### config.mk
export PLATFORM = sky130hd
export DESIGN_NAME = apb_master_flat
export DESIGN_NICKNAME = d
export VERILOG_FILES = /design/src/rtl/apb_pkg.sv /design/src/rtl/apb_master_if.sv /design/src/rtl/apb_master.sv /design/src/flat_wrapper.sv
export SDC_FILE = /design/constraint.sdc
export NUM_CORES = 1
export LEC_CHECK = 0
export ABC_AREA = 1
export ABC_CLOCK_PERIOD_IN_PS = 3270
export CAP_MARGIN = 20
export CORE_MARGIN = 5
export CORE_UTILIZATION = 43
export DETAILED_ROUTE_END_ITERATION = 8
export GPL_ROUTABILITY_DRIVEN = 0
export PLACE_DENSITY = 0.85
export RECOVER_POWER = 25
export SKIP_CTS_REPAIR_TIMING = 1
export SYNTH_ARGS = -nofsm -noshare
export SYNTH_HDL_FRONTEND = slang
export SYNTH_SLANG_ARGS = --single-unit
### constraint.sdc
create_clock -name i_clk -period 3.27 [get_ports i_clk]
set_input_delay 0.654 -clock i_clk [delete_from_list [all_inputs] [get_ports i_clk]]
set_output_delay 0.654 -clock i_clk [all_outputs]
set_load 0.005 [all_outputs]
### src/rtl/apb_pkg.sv
// Shared APB definitions: FSM state encoding, default bus widths and the response status bundle.
// No logic and no latency; also consumed by apb_slave and future interconnect.
package apb_pkg;

    localparam int APB_ADDR_W = 32;
    localparam int APB_DATA_W = 32;

    typedef enum logic [1:0] {
        ST_IDLE   = 2'd0,
        ST_SETUP  = 2'd1,
        ST_ACCESS = 2'd2
    } apb_state_t;

    typedef struct packed {
        logic err;
        logic timeout;
    } apb_rsp_stat_t;

endpackage

### src/rtl/apb_master_if.sv
// APB3 single-slave bus bundle; master drives address/control/data, slave returns PRDATA/PREADY/PSLVERR.
// Pure wiring, zero latency; PREADY is the only backpressure on this bus.
interface apb_master_if #(
    parameter int ADDR_W = 32,
    parameter int DATA_W = 32
);
    logic [ADDR_W-1:0] PADDR;
    logic              PWRITE;
    logic [DATA_W-1:0] PWDATA;
    logic              PSELx;
    logic              PENABLE;
    logic [DATA_W-1:0] PRDATA;
    logic              PREADY;
    logic              PSLVERR;

    modport master (
        output PADDR, PWRITE, PWDATA, PSELx, PENABLE,
        input  PRDATA, PREADY, PSLVERR
    );

    modport slave (
        input  PADDR, PWRITE, PWDATA, PSELx, PENABLE,
        output PRDATA, PREADY, PSLVERR
    );
endinterface

### src/rtl/apb_master.sv
// One-at-a-time APB3 requester: 3 cycles per zero-wait transfer, +1 per wait state, bounded by TIMEOUT.
// Commands are only taken in IDLE (o_cmd_ready); the response strobe has no backpressure.
module apb_master
    import apb_pkg::*;
#(
    parameter int ADDR_W  = APB_ADDR_W,
    parameter int DATA_W  = APB_DATA_W,
    parameter int TIMEOUT = 16
) (
    input  logic              i_clk,
    input  logic              i_reset,
    input  logic              i_cmd_valid,
    output logic              o_cmd_ready,
    input  logic [ADDR_W-1:0] i_cmd_addr,
    input  logic              i_cmd_write,
    input  logic [DATA_W-1:0] i_cmd_wdata,
    output logic              o_rsp_valid,
    output logic [DATA_W-1:0] o_rsp_rdata,
    output logic              o_rsp_err,
    output logic              o_rsp_timeout,
    apb_master_if.master      apb
);

    localparam int CNT_W = (TIMEOUT > 0) ? $clog2(TIMEOUT + 1) : 1;
    localparam logic [CNT_W-1:0] CNT_MAX  = CNT_W'(TIMEOUT);
    localparam logic [CNT_W-1:0] CNT_LAST = CNT_W'(TIMEOUT - 1);

    apb_state_t        r_state;
    apb_state_t        w_next;
    logic [CNT_W-1:0]  r_cnt;
    logic [ADDR_W-1:0] r_paddr;
    logic              r_pwrite;
    logic [DATA_W-1:0] r_pwdata;
    logic              r_rsp_valid;
    logic [DATA_W-1:0] r_rsp_rdata;
    apb_rsp_stat_t     r_rsp_stat;
    logic              w_psel;
    logic              w_penable;
    logic              w_accept;
    logic              w_done;
    logic              w_expire;

    assign w_accept = i_cmd_valid && o_cmd_ready;
    assign w_done   = (r_state == ST_ACCESS) && apb.PREADY;
    // Abort in the TIMEOUT-th ACCESS cycle so ACCESS spans exactly TIMEOUT cycles.
    assign w_expire = (r_state == ST_ACCESS) && !apb.PREADY &&
                      (TIMEOUT != 0) && (r_cnt == CNT_LAST);

    always_ff @(posedge i_clk) begin
        if (i_reset) r_state <= ST_IDLE;
        else         r_state <= w_next;
    end

    always_comb begin
        w_next = r_state;
        case (r_state)
            ST_IDLE:   if (w_accept) w_next = ST_SETUP;
            ST_SETUP:  w_next = ST_ACCESS;
            ST_ACCESS: if (w_done || w_expire) w_next = ST_IDLE;
            default:   w_next = ST_IDLE;
        endcase
    end

    always_comb begin
        o_cmd_ready = (r_state == ST_IDLE);
        w_psel      = (r_state == ST_SETUP) || (r_state == ST_ACCESS);
        w_penable   = (r_state == ST_ACCESS);
    end

    always_ff @(posedge i_clk) begin
        if (i_reset) begin
            r_cnt    <= '0;
            r_paddr  <= '0;
            r_pwrite <= 1'b0;
            r_pwdata <= '0;
        end else begin
            if (w_accept) begin
                r_cnt    <= '0;
                r_paddr  <= i_cmd_addr;
                r_pwrite <= i_cmd_write;
                r_pwdata <= i_cmd_wdata;
            end else if (r_state == ST_ACCESS && r_cnt != CNT_MAX) begin
                r_cnt <= r_cnt + CNT_W'(1);
            end
        end
    end

    always_ff @(posedge i_clk) begin
        if (i_reset) begin
            r_rsp_valid <= 1'b0;
            r_rsp_rdata <= '0;
            r_rsp_stat  <= '0;
        end else begin
            r_rsp_valid <= w_done || w_expire;
            if (w_done) begin
                r_rsp_rdata        <= r_pwrite ? '0 : apb.PRDATA;
                r_rsp_stat.err     <= apb.PSLVERR;
                r_rsp_stat.timeout <= 1'b0;
            end else if (w_expire) begin
                r_rsp_rdata        <= '0;
                r_rsp_stat.err     <= 1'b1;
                r_rsp_stat.timeout <= 1'b1;
            end
        end
    end

    assign apb.PADDR    = r_paddr;
    assign apb.PWRITE   = r_pwrite;
    assign apb.PWDATA   = r_pwdata;
    assign apb.PSELx    = w_psel;
    assign apb.PENABLE  = w_penable;
    assign o_rsp_valid   = r_rsp_valid;
    assign o_rsp_rdata   = r_rsp_rdata;
    assign o_rsp_err     = r_rsp_stat.err;
    assign o_rsp_timeout = r_rsp_stat.timeout;

endmodule

### src/flat_wrapper.sv
// flat-port wrapper written by rule: the top's interface ports become plain ports
module apb_master_flat import apb_pkg::*;
#(
    parameter int ADDR_W  = APB_ADDR_W,
    parameter int DATA_W  = APB_DATA_W,
    parameter int TIMEOUT = 16
)
  (i_clk, i_reset, i_cmd_valid, o_cmd_ready, i_cmd_addr, i_cmd_write, i_cmd_wdata, o_rsp_valid, o_rsp_rdata, o_rsp_err, o_rsp_timeout, apb_PADDR, apb_PWRITE, apb_PWDATA, apb_PSELx, apb_PENABLE, apb_PRDATA, apb_PREADY, apb_PSLVERR);
  apb_master_if #(.ADDR_W(ADDR_W), .DATA_W(DATA_W)) apb_i ();
  input  logic i_clk;
  input  logic i_reset;
  input  logic i_cmd_valid;
  output logic o_cmd_ready;
  input  logic [ADDR_W-1:0] i_cmd_addr;
  input  logic i_cmd_write;
  input  logic [DATA_W-1:0] i_cmd_wdata;
  output logic o_rsp_valid;
  output logic [DATA_W-1:0] o_rsp_rdata;
  output logic o_rsp_err;
  output logic o_rsp_timeout;
  output wire logic [$bits(apb_i.PADDR)-1:0] apb_PADDR;
  output wire logic [$bits(apb_i.PWRITE)-1:0] apb_PWRITE;
  output wire logic [$bits(apb_i.PWDATA)-1:0] apb_PWDATA;
  output wire logic [$bits(apb_i.PSELx)-1:0] apb_PSELx;
  output wire logic [$bits(apb_i.PENABLE)-1:0] apb_PENABLE;
  input wire logic [$bits(apb_i.PRDATA)-1:0] apb_PRDATA;
  input wire logic [$bits(apb_i.PREADY)-1:0] apb_PREADY;
  input wire logic [$bits(apb_i.PSLVERR)-1:0] apb_PSLVERR;
  assign apb_PADDR = apb_i.PADDR;
  assign apb_PWRITE = apb_i.PWRITE;
  assign apb_PWDATA = apb_i.PWDATA;
  assign apb_PSELx = apb_i.PSELx;
  assign apb_PENABLE = apb_i.PENABLE;
  assign apb_i.PRDATA = apb_PRDATA;
  assign apb_i.PREADY = apb_PREADY;
  assign apb_i.PSLVERR = apb_PSLVERR;
  apb_master #(.ADDR_W(ADDR_W), .DATA_W(DATA_W), .TIMEOUT(TIMEOUT)) u_core (.i_clk(i_clk), .i_reset(i_reset), .i_cmd_valid(i_cmd_valid), .o_cmd_ready(o_cmd_ready), .i_cmd_addr(i_cmd_addr), .i_cmd_write(i_cmd_write), .i_cmd_wdata(i_cmd_wdata), .o_rsp_valid(o_rsp_valid), .o_rsp_rdata(o_rsp_rdata), .o_rsp_err(o_rsp_err), .o_rsp_timeout(o_rsp_timeout), .apb(apb_i));
endmodule
# After elaboration in Yosys (flattened, before gate mapping)
# Cells that the tools add are included.
word_totals:
  reg_bits: 107
  inputBits: 102
  out_inout_bits: 103
  elab_cells: 37
classes:
  addsub: 1
  n_eq_ne: 6
  n_mux: 8
  n_reduce_logical: 13
ops:
  columns: ["op", "n"]
  rows:
  - ["$mux W32", 3]
  - ["$mux W2", 4]
  - ["$pmux W2 S3", 1]
  - ["$add A5 B1 Y5 const B", 1]
  - ["$eq A5 B4 Y1 const B", 1]
  - ["$logic_and A1 B1 Y1", 5]
  - ["$ne A5 B5 Y1 const B", 1]
  - ["$reduce_or A2 Y1", 2]
  - ["$eq A2 B1 Y1 const B", 1]
  - ["$eq A2 B2 Y1 const B", 1]
  - ["$logic_not A2 Y1", 1]
  - ["$logic_or A1 B1 Y1", 2]
  - ["$ne A2 B1 Y1 const B", 1]
  - ["$ne A2 B2 Y1 const B", 1]
  - ["$reduce_and A2 Y1", 1]
  - ["$reduce_bool A2 Y1", 1]
  - ["$logic_not A1 Y1", 1]

# Logic depth before layout (Yosys ltp)
depth:
  word_depth: 6
  ltp_mapped: 10
  ltp_nobuf: 9

# Worst setup path before layout
# No wires, ideal clock.
synth_path:
  path_kind: "reg2reg"
  start: "register u_core.r_cnt[0]"
  end: "register u_core.r_rsp_rdata[9] (netlist: u_core.o_rsp_rdata[9])"
  setup_time_ps: 131
  t_arrival_ps: 1321
  required_time_ps: 3139
  setup_slack_ps: 1818
  stages_incl_launch_ff: 11
  n_path_buf: 1
  synth_period_minus_slack_ps: 1452
  path_cell_list: "dfxtp_1 ha_1 inv_1 nor3_1 ha_1 nand2_2 nand2_2 inv_4 buf_6 nand2_1 a21oi_2"
synth_via:
  elab_chain_len: 3
synth_rtl:
  columns: ["element", "line", "source"]
  rows:
  - ["start: declaration", "apb_master.sv:30", "logic [CNT_W-1:0] r_cnt;"]
  - ["start signal: assignment", "apb_master.sv:83", "r_cnt <= r_cnt + CNT_W'(1);"]
  - ["$eq A5 B4 Y1", "apb_master.sv:47", "(TIMEOUT != 0) && (r_cnt == CNT_LAST);"]
  - ["$logic_and A1 B1 Y1", "apb_master.sv:47", null]
  - ["$reduce_bool A2 Y1 (no source line)", null, null]
  - ["end signal: assignment", "apb_master.sv:96", "r_rsp_rdata <= r_pwrite ? '0 : apb.PRDATA;"]
  - ["end: declaration", "apb_master.sv:35", "logic [DATA_W-1:0] r_rsp_rdata;"]
# No other way between the ends.
# A chain may end at the register's enable or synchronous reset.

==> impl_summary.txt <==
----------------------------------------------------
[Power]
  Post-layout total power ... 3.040 mW
  Leakage Power ... 2.382 nW
  Total power divided by cell area ... 489.5 mW/mm2
  IR Drop Worst-Case VDD ... 0.2938 mV

[Logic synthesis]
  Number of warning messages in the yosys log ... 0
  Synthesized netlist cell count ... 507
  Fraction of the yosys area taken by sequential cells ... 52.47%
  Synthesized flop and latch total ... 107
  Distinct cell type count of the synthesized netlist ... 25
  Synth Cell Area ... 0.004083 mm2
  Nets in the synthesized netlist ... 616
  Mean cell area of the mapped netlist ... 8.053 um2

[Route]
  Number of nets with antenna violations after routing ... 0
  Avg WL per Cell ... 14.81 um
  Number of vias per cell ... 4.871
  DRC viols ... 0
  Via count ... 4014
  DRT Pass-1 Iters ... 4
  Wire length after detailed routing ... 12200 um
  Violation count after the first detailed-routing iteration ... 218

[Timing]
  Max_slew headroom ... -8.686%
  Number of hold-slack violations in the final timing report ... 0
  Final number of setup-violating endpoints ... 0
  Count of pins over their slew limit ... 67
  Clock tree skew after final layout ... 0.01291 ns
  Actual transition at the worst max-transition pin ... 1.629 ns
  Minimum clock period after layout ... 2.612 ns
  Final period utilization ... 79.87%
  Maximum frequency from static timing analysis ... 0.3829 GHz
  Worst hold-check slack ... 0.4658 ns
  RSZ-0062 raised after global routing ... false
  Setup TNS ... 0 ns

[Layout]
  Total Nets Final ... 799
  Fin util ... 67.22%
  Post-route cell area ... 0.006211 mm2
  Antenna diodes ... 0
  Share of layout cells above drive strength 1 ... 3.741%
  Area overhead of the layout relative to synthesis ... 52.13%

[GRT]
  Remaining Overflow, GRT ... 0
  Number of global-route vias before repair ... 4068
  Overall global routing resource usage ... 20.44%
  Antenna violations before repair ... 0
  Wire length of the first global-routing pass ... 19040 um
  Maximum number of pins on one net before global-route repair ... 67

[Critical path]
  Biggest fanout along the worst timing path ... 66
  Family with the most delay on the worst path ... buffers and inverters
  Arrival time at the worst endpoint ... 2.89 ns
  Startpoint types ... input pin
  Setup crit end ... u_core.apb.PWDATA[26]
  Master of the slowest instance on the critical path ... inv_1
  Number of buffers and inverters on the critical path ... 2
  Start-to-end type of the worst setup path ... input pin to flip-flop
  Minimum setup slack among reg-to-reg paths ... 0.68 ns
  Reg-to-Reg Start ... u_core.r_cnt[0]
  Data required time at the worst endpoint ... 3.55 ns
  Reg2Reg Depth ... 9
  Worst R2R End ... u_core.o_rsp_rdata[25]
  Critical Path Sink Type ... flip-flop
  WP depth ... 4
  CP Cell Sequence ... dlygate4sd3_1 > inv_1 > o21ai_0 > nor2_1
  Max incr delay on CP ... 1.16 ns
  Critical path launch point ... i_reset

[Place]
  Port Buffer Count ... 204
  Total half-perimeter wirelength after legalization and detailed placement ... 9005 um
  Total cell area at the placement stage ... 0.006040 mm2

[Floorplanning]
  Rows ... 35
  Die X-Extent ... 107.4 um
  Die Outline Area ... 0.01154 mm2
  Effective utilization at floorplan ... 44.18%
  Standard cell core area ... 0.009240 mm2
  Die boundary height ... 107.4 um
  Count of pins on the block boundary ... 205

[Job]
  Number of max-cap violations ... 1

[Clock network]
  CTS tree ... built
  TritonCTS Sinks ... 107
  TritonCTS buffer count ... 9
  Clock network latency to the later pin of the worst-skew pair ... 0.36 ns
  CTS Root Buffer Type ... clkbuf_8
  Clock Tree Buf Depth ... 2
  CTS H-tree lvls ... 3
  CTS clock-pin slew for the worst setup and hold paths ... 0.10 ns

[Status]
  Violated checks ... capacitance limit, slew limit
  Outcome ... complete, but fails checks

[Min path]
  Path type of the worst min-delay path ... flip-flop to flip-flop

----------------------------------------------------
[worst min-delay path by stage]
stage                                 startpoint                      to  slack (ns)  cells after the start
final                      u_core.o_rsp_rdata[2]   u_core.o_rsp_rdata[2]        0.47                      2
after global routing       u_core.o_rsp_rdata[5]   u_core.o_rsp_rdata[5]        0.49                      2
after CTS                  u_core.o_rsp_rdata[2]   u_core.o_rsp_rdata[2]        0.47                      2
after detailed placement   u_core.o_rsp_rdata[4]   u_core.o_rsp_rdata[4]        0.45                      2
after global placement    u_core.o_rsp_rdata[20]  u_core.o_rsp_rdata[20]        0.45                      2
after floorplan            u_core.o_rsp_rdata[0]   u_core.o_rsp_rdata[0]        0.46                      2
[placed cells by master (no fill, tap or decap), drive strengths merged]
cell,synthesis,routed
clkdlybuf4s50,0,182
nor2,137,137
dfxtp,107,107
o21ai,66,66
nand2,54,54
nand3,39,39
a21oi,39,39
dlygate4sd3,0,22
inv,18,19
clkbuf,16,10
ha,7,7
clkinvlp,0,3
buf,19,3
nor3,2,2
clkinv,0,2
nand4,1,1
o21bai,1,1
a31oi,1,1
[cell type report]
| class | instances | area, um2 |
|---|---|---|
| tap | 129 | 161.4 |
| inverter | 18 | 68.82 |
| sequential | 107 | 2142 |
| fill | 761 | 3029 |
| multi-input combinational | 347 | 1584 |
| timing repair buffer | 207 | 2077 |
| clock inverter | 6 | 50.05 |
| clock buffer | 10 | 127.6 |
[where the power goes]
| part | total (mW) | switching, mW | leakage, nW | internal (mW) |
|---|---|---|---|---|
| registers | 1.51 | 0.0721 | 0.878 | 1.44 |
| logic | 0.796 | 0.359 | 1.42 | 0.437 |
| clock network | 0.734 | 0.448 | 0.0835 | 0.286 |
[logic make-up (layout without fill, tap and decap cells)]
logic type / count (synthesis) / in the layout / synth area share [%]
adders and majority gates: 7 / 7 / 2.145
buffers and inverters: 53 / 241 / 8.612
and+or+nand+nor: 233 / 233 / 23.11
DFF: 107 / 107 / 52.47
AOI/OAI and AO/OA: 107 / 107 / 13.67
[state kept, by name (all words and copies together), names as in the netlist]
name	count
u_core.o_rsp_err	1
u_core.apb.PWDATA	32
u_core.r_state	2
u_core.apb.PADDR	32
u_core.apb.PWRITE	1
u_core.o_rsp_valid	1
u_core.o_rsp_rdata	32
u_core.r_cnt	5
u_core.o_rsp_timeout	1
[worst reg2reg max path: stages, from the launching register on]
cell and delay [ns]:
dfxtp_1 0.42, ha_1 0.21, inv_1 0.07, nor3_1 0.14, ha_1 0.20, nand2_1 0.07
nand2_1 0.13, clkinvlp_2 0.85, nand2_1 0.32, a21oi_2 0.08
[per-stage QoR]
step	std cells	worst slack, ns
after global placement	808	1.066
after detailed placement	808	0.9920
after global routing	824	0.3977
after CTS	824	0.7853
final	824	0.6582
after floorplan	507	1.818
[metal layers]
metal	wire (um)	track usage (%)	vias up
li1	-	-	2001
met1	4852	23.19	1798
met2	5849	34.58	189
met3	1088	6.719	26
met4	410	9.739	0
met5	0	0	-
[Yosys cell counts (all sizes together)]
master | instances | area (um2)
inv | 18 | 70.07
buf | 19 | 168.9
nand2 | 54 | 217.7
dfxtp | 107 | 2142
ha | 7 | 87.58
a31oi | 1 | 6.260
o21ai | 66 | 330.3
nand3 | 39 | 195.2
a21oi | 39 | 214.0
o21bai | 1 | 7.510
clkbuf | 16 | 112.6
nor2 | 137 | 514.2
nor3 | 2 | 10.01
nand4 | 1 | 6.260
Note: power is estimated with default switching activity, not from simulation.
==> RTL change, RTL diff (same settings) <==
Re-encode `apb_state_t` (3 states) as one-hot, 3 bits wide.
--- a/src/rtl/apb_pkg.sv
+++ b/src/rtl/apb_pkg.sv
@@ -5,10 +5,10 @@
     localparam int APB_ADDR_W = 32;
     localparam int APB_DATA_W = 32;
 
-    typedef enum logic [1:0] {
-        ST_IDLE   = 2'd0,
-        ST_SETUP  = 2'd1,
-        ST_ACCESS = 2'd2
+    typedef enum logic [2:0] {
+        ST_IDLE   = 3'b001,
+        ST_SETUP  = 3'b010,
+        ST_ACCESS = 3'b100
     } apb_state_t;
 
     typedef struct packed {
Check against the original RTL: no difference found for any inputs over 4 cycles, from zero or initial values and one cycle with i_reset high; so few cycles prove little.
==> RTL change against the original RTL <==
- design area up 4.6%
- via count up 7.9%
- worst setup slack worse by 0.019 ns
- total power down 5.1%
- synthesized cell count up 14%
- sequential cell count up 1
- area after synthesis up 3.6%
- wire length up 5.4%
- largest cell class unchanged
==> RTL change: results (changes against the original RTL) <==
| Metric | Value |
|---|---|
| Wire length on met3 | 1500 um (was 1090 um) |
| DR vias/cell | 4.81 (was 4.87) |
| Share of cells above drive strength 1 | 3.39% (was 3.74%) |
| First-pass GRT wire length | 20100 um (was 19000 um) |
| Hpwl dp | 9280 um (was 9010 um) |
| Area post-placement | 6280 um2 (was 6040 um2) |
| CTS max path bufs | 2 (unchanged) |
| WL met2 | 6170 um (was 5850 um) |
| Placed Cells | 884 (was 808) |
| Slew HR | 3.40% (was -8.69%) |
| Distinct cells, synth | 20 (was 25) |
| GR Util met2 | 35.6% (was 34.6%) |
| Routed Wire Length | 12900 um (was 12200 um) |
| Peak supply drop | 0.000298 V (was 0.000294 V) |
| Gate Count Post-Synth | 579 (was 507) |
| GR Util All Layers | 21.0% (was 20.4%) |
| Diodes inserted | 0 (unchanged) |
| M1 WL | 5010 um (was 4850 um) |
| Clock Skew | 0.0130 ns (was 0.0129 ns) |
| Routed len/inst | 14.3 um (was 14.8 um) |
| GRT met3 Usage | 9.47% (was 6.72%) |
| Leakage | 2.72 nW (was 2.38 nW) |
| Vias in the first global route | 4398 (was 4068) |
| Post-synth top cells | nor2_1, dfxtp_1, o21ai_0 (unchanged) |
| Fill count | 792 (was 761) |
| Status | complete, no violations (was finished with violations) |
| Multi-input logic area | 1680 um2 (was 1580 um2) |
| Pre-CTS setup slack | 0.645 ns (was 0.992 ns) |
| CP max stage cell | clkbuf_2 (was inv_1) |
| I/O Buffers | 204 (unchanged) |
| Grt met1 use | 23.8% (was 23.2%) |
| Critical path arrival | 2.90 ns (was 2.89 ns) |
| Crit-path max FO | 59 (was 66) |
| Cells on worst reg2reg path | 7 (was 9) |
| Starting DRT DRC Count | 205 (was 218) |
| Largest net degree at the start of global routing | 68 (was 67) |
| Register area share after synthesis | 51.1% (was 52.5%) |
| Fin nets | 868 (was 799) |
| Max incr delay on CP | 0.92 ns (was 1.16 ns) |
| Top area cells in the synthesized netlist | dfxtp_1, nor2_1, o21ai_0 (unchanged) |
==> RTL change: cell count changes after synthesis, moves of 6 or more <==
cell,delta
buf_4,+10
buf_2,+6
a21oi_1,+7
o21ai_0,+6
buf_6,-11
inv_1,+31
clkbuf_1,+6
nor2_1,+34
nand2_1,+8
==> RTL change: kinds of logic (layout without fill, tap and decap cells) <==
| logic type | count (synthesis) | count (layout) | share of synthesized area [%] |
|---|---|---|---|
| buffers and inverters | 87 | 275 | 9.14 |
| adder cells (fa/ha/maj) | 3 | 3 | 0.887 |
| AO/OA/AOI/OAI | 108 | 108 | 12.8 |
| AND/OR/NAND/NOR | 273 | 273 | 26.1 |
| flip-flops | 108 | 108 | 51.1 |
==> RTL change: area by class of cell <==
class / instances / share of cell area [%]
timing repair buffer: 211 / 32.1
sequential: 108 / 33.3
tap: 133 / 2.56
inverter: 49 / 2.83
multi-input combinational: 384 / 25.9
clock buffer: 11 / 2.18
clock inverter: 4 / 1.14
==> RTL change: worst paths after layout <==
kind	slack, ns	endpoint	from
setup reg to reg	0.87	u_core.r_cnt[0]$_SDFFE_PP0P_	u_core.r_state[2]$_SDFFE_PP0P_
hold reg to reg	0.45	u_core.o_rsp_err$_SDFFE_PP0P_	u_core.o_rsp_err$_SDFFE_PP0P_
setup / recovery	0.64	u_core.r_cnt[0]$_SDFFE_PP0P_	i_cmd_valid
hold / removal	0.45	u_core.o_rsp_err$_SDFFE_PP0P_	u_core.o_rsp_err$_SDFFE_PP0P_
==> RTL change: power by group <==
| group | switching [mW] | total (mW) | internal, mW |
|---|---|---|---|
| combinational | 0.246 | 0.561 | 0.315 |
| clock | 0.418 | 0.867 | 0.449 |
| sequential | 0.0485 | 1.46 | 1.41 |
